$ cat config.mk
export PLATFORM = sky130hd
export DESIGN_NAME = instr_fetch_unit
export DESIGN_NICKNAME = d
export VERILOG_FILES = /design/src/rtl/instr_fetch_unit.sv
export SDC_FILE = /design/constraint.sdc
export NUM_CORES = 1
export LEC_CHECK = 0
export CORE_MARGIN = 2
export CORE_UTILIZATION = 56
export DETAILED_ROUTE_END_ITERATION = 10
export PLACE_DENSITY = 0.86
export SYNTH_ARGS = -nofsm -noshare
export SYNTH_HDL_FRONTEND = slang
export SYNTH_SLANG_ARGS = --single-unit
$ cat constraint.sdc
create_clock -name clk -period 3.76 [get_ports clk]
set_clock_uncertainty 0.1 [all_clocks]
set_input_delay 0.376 -clock clk [delete_from_list [all_inputs] [get_ports clk]]
set_output_delay 0.376 -clock clk [all_outputs]
set_load 0.05 [all_outputs]
$ cat src/rtl/instr_fetch_unit.sv
// instr_fetch_unit: PC, credit-limited byte fetch from 1-cycle program memory, FWFT instruction buffer
module instr_fetch_unit #(
    parameter int ADDR_W     = 8,
    parameter int FIFO_DEPTH = 4
) (
    input  logic              clk,
    input  logic              rst_n,
    input  logic              fetch_en,
    output logic              mem_req,
    output logic [ADDR_W-1:0] mem_addr,
    input  logic [7:0]        mem_rdata,
    output logic [7:0]        instr,
    output logic [ADDR_W-1:0] instr_pc,
    output logic              instr_valid,
    input  logic              instr_ready,
    input  logic              jump_en,
    input  logic [ADDR_W-1:0] jump_target
);
    localparam int PW = $clog2(FIFO_DEPTH);
    localparam int CW = PW + 1;

    typedef enum logic {FETCH, KILL} state_t;

    state_t            state_q, state_d;
    logic [ADDR_W-1:0] pc_q, pc_d, mem_addr_q, mem_addr_d, rd_addr_q;
    logic              mem_req_q, mem_req_d, rvalid_q;
    logic [PW-1:0]     wptr_q, wptr_d, rptr_q, rptr_d;
    logic [CW-1:0]     count_q, count_d;
    logic [7:0]        data_q [FIFO_DEPTH];
    logic [7:0]        data_d [FIFO_DEPTH];
    logic [ADDR_W-1:0] tag_q  [FIFO_DEPTH];
    logic [ADDR_W-1:0] tag_d  [FIFO_DEPTH];
    logic              push, pop, issue;

    // A request is only issued when the buffer is guaranteed a slot for it
    // plus the read already outstanding, so the memory side never stalls.
    always_comb begin
        push       = rvalid_q && state_q == FETCH && !jump_en;
        pop        = count_q != '0 && instr_ready && !jump_en;
        count_d    = jump_en ? '0 : count_q + CW'(push) - CW'(pop);
        wptr_d     = jump_en ? '0 : wptr_q + PW'(push);
        rptr_d     = jump_en ? '0 : rptr_q + PW'(pop);
        issue      = fetch_en && !jump_en && (count_d + CW'(mem_req_q)) < CW'(FIFO_DEPTH);
        mem_req_d  = issue;
        mem_addr_d = issue ? pc_q : mem_addr_q;
        pc_d       = jump_en ? jump_target : pc_q + ADDR_W'(issue);
        state_d    = (jump_en && mem_req_q) ? KILL : FETCH;
        data_d     = data_q;
        tag_d      = tag_q;
        if (push) begin
            data_d[wptr_q] = mem_rdata;
            tag_d[wptr_q]  = rd_addr_q;
        end
    end

    always_ff @(posedge clk or negedge rst_n) begin
        if (!rst_n) begin
            state_q    <= FETCH;
            pc_q       <= '0;
            mem_req_q  <= 1'b0;
            mem_addr_q <= '0;
            rvalid_q   <= 1'b0;
            rd_addr_q  <= '0;
            wptr_q     <= '0;
            rptr_q     <= '0;
            count_q    <= '0;
            data_q     <= '{default: '0};
            tag_q      <= '{default: '0};
        end else begin
            state_q    <= state_d;
            pc_q       <= pc_d;
            mem_req_q  <= mem_req_d;
            mem_addr_q <= mem_addr_d;
            rvalid_q   <= mem_req_q;
            rd_addr_q  <= mem_addr_q;
            wptr_q     <= wptr_d;
            rptr_q     <= rptr_d;
            count_q    <= count_d;
            data_q     <= data_d;
            tag_q      <= tag_d;
        end
    end

    assign mem_req     = mem_req_q;
    assign mem_addr    = mem_addr_q;
    assign instr       = data_q[rptr_q];
    assign instr_pc    = tag_q[rptr_q];
    assign instr_valid = count_q != '0;
endmodule
==> results.cfg <==
[route]
wl_per_cell_um = 17.3
vias = 2293
drt_wl_total_um = 7230
postRouteAntennaNets = 0
initialDrtViolationCount = 50
route.detailed.drc = 0
via_per_inst = 5.49
drt_pre_antenna_iters = 4

[clock_network]
htreeDepth = 3
clock_path_buffers = 2
cts-root-buf = clkbuf_8
numClockSinks = 98
cts_tree = built
clk_pin_slew_worst_paths_ns = 0.08
cts_buffers = 9
clkLatencyLatePin_ns = 0.34

[critical_path]
cp.buffers_inverters = 2
crit_path_max_fanout = 4
arrival_ns = 3.74
rr_worst_depth = 15
r2r-end = pc_q[6]
crit_required_ns = 3.92
crit_slowest_cell = fa_1
endpoint_kind = flip-flop
r2r_slack_ns = 0.18
r2r_start = count_q[2]
crit_start = count_q[2]
cp.depth = 15
cp_cell_sequence = or3_2 > and3b_1 > ha_1 > inv_1 > ha_1 > fa_1 > nand4b_1 > xnor2_2 > nand3b_4 > inv_1 > ha_4 > ha_4 > nand3_1 > xor2_1 > o21ai_0
crit_family = adder cells
crit_type = flip-flop to flip-flop
max_stage_delay_ns = 0.51
cp-endpoint = pc_q[6]
start_kind = flip-flop

[power_and_ir_drop]
total_power_mw = 3.68
swShare = 0.374
power_switching_mw = 1.38
power_density_nw_per_um2 = 743
power_frac_seq = 0.415
p_comb_frac = 0.417
peakVddDrop_mv = 0.415
pwr-share-clk = 0.169
p_int_mw = 2.30
p_leak_nw = 2.29

[timing]
fmax_ghz = 0.279
slew_viol_final = 0
max_slew_margin = 0.421
setup_viol = 0
tightest_slew_ns = 0.865
hold_violations = 0
min_period_ns = 3.58
min_period_over_period = 0.952
fin_worst_hold_slack_ns = 0.295

[placed_design]
dp_hpwl_um = 4800
gp_congestion = 0.846
place_area_um2 = 4740
place_inst = 402
portBuffers = 46

[finish]
final_cell_area_um2 = 4950
syn_to_final_growth_pct = 19.1
n_antenna_cell = 0
drive_above_1_share = 0.367
final_core_util = 0.686
instances_no_fill = 418
nets = 344

[run_status]
outcome = complete, no violations

[yosys]
syn_inst = 262
async_reset_ff_frac = 1.00
yosysMostFrequentCell = dfrtp_1
ys_ff_latch = 98
synth_ff_type = dfrtp_1
synth.distinct_cells = 28
synthTopCellsByCount = 98 x dfrtp_1, 74 x mux2_2, 16 x mux4_2
synth.avg_cell_area_um2 = 15.9
syn_area_um2 = 4160
ys_warn_count = 0
synth_nets = 290
synth_area_leaders = dfrtp_1 59%, mux2_2 20%, mux4_2 8.7%
yosysTopAreaCellShare = 0.590
yosys.area.top_type = dfrtp_1
yosysSeqAreaShare = 0.590
synth-edff-count = 0

[hold_path]
min_path_type = flip-flop to flip-flop

[floorplanning]
ios = 47
fp.dieW_um = 90.2
start_util = 0.576
die_h_um = 90.2
num_rows = 31
die-area_um2 = 8130
core_um2 = 7210

[global_route]
grt.overflow.total = 0
grt_pass1_vias = 2448
grt_usage = 0.192
grt_pass1_wl_um = 12100
grt_antenna_before_repair = 0
grt_start_max_net_pins = 51

[run]
cap_viol_max_count = 0
layout by cell type (no fill, tap or decap), drive strengths merged:
master	instances
inv	5
bufinv	1
and2	1
xnor2	4
and3	2
nand3	6
o21ai	6
and3b	1
dfrtp	98
nand4b	1
nand2b	2
nand3b	2
clkbuf	11
clkdlybuf4s50	45
clkinvlp	1
mux4	16
xor3	1
clkinv	1
nor2b	5
and4b	1
mux2	74
ha	6
dlygate4sd3	1
xor2	5
fa	1
nor2	5
or3	1
buf	9
nand2	7
power by group through the flow:
stage               Combinational [mW]  Clock, mW  Sequential (mW)
floorplan                        0.943          0             1.63
global placement                  1.50          0             1.52
detailed placement                1.53          0             1.54
CTS                               1.54      0.639             1.52
global route                      1.62      0.682             1.57
finish                            1.53      0.621             1.53
registers in the layout, indices dropped and copies added (netlist names):
signal	cells
data_q	32
tag_q	32
mem_addr	8
pc_q	8
rd_addr_q	8
count_q	3
rptr_q	2
wptr_q	2
mem_req	1
rvalid_q	1
state_q	1
worst min path at each step:
| stage | slack, ns | to | from | cells past startpoint |
|---|---|---|---|---|
| after floorplan | -0.02 | count_q[0] | rst_n | 0 |
| after global placement | 0.29 | rd_addr_q[1] | mem_addr[1] | 0 |
| after detailed placement | 0.28 | rd_addr_q[4] | mem_addr[4] | 0 |
| after CTS | 0.30 | rd_addr_q[4] | mem_addr[4] | 0 |
| after global routing | 0.33 | rd_addr_q[1] | mem_addr[1] | 0 |
| final | 0.30 | rd_addr_q[4] | mem_addr[4] | 0 |
per-layer routing:
metal  up-vias  GRT usage  part of all wire  routed length [um]
met4         0     0.0679             0.012                  88
met5         -          0                 0                   0
li1       1056          -                 -                   -
met1      1174      0.246              0.43                3130
met3        10     0.0327             0.032                 234
met2        53      0.331              0.52                3780
cells by family after synthesis:
group                      synth area share
DFF                                   0.590
muxes                                 0.287
and+or+nand+nor                      0.0482
buffers and inverters                0.0181
xor gates and xnor gates             0.0268
adders and majority gates            0.0229
AOI/OAI and AO/OA                   0.00722
per-stage QoR:
step	worst slack, ns	setup TNS, ns
after global routing	-0.0342	-0.0342
after CTS	0.0908	0
after detailed placement	0.105	0
after global placement	0.216	0
final	0.179	0
after floorplan	0.0514	0
layout make-up:
class	count	area [um^2]
Sequential cell	98	2450
Clock inverter	3	42.5
Inverter	5	18.8
Timing Repair Buffer	55	528
Tap cell	99	124
Multi-Input combinational cell	147	1660
Clock buffer	11	131
Fill cell	523	2260
what timing repair did:
action / 4_1_cts / 5_1_grt
hold buffers: 1 / 0
gates resized for setup: 0 / 5
buffers inserted: 0 / 1
hold endpoints to repair: 48 / 0
setup endpoints to repair: 0 / 3
(Power assumes the default switching activity.)
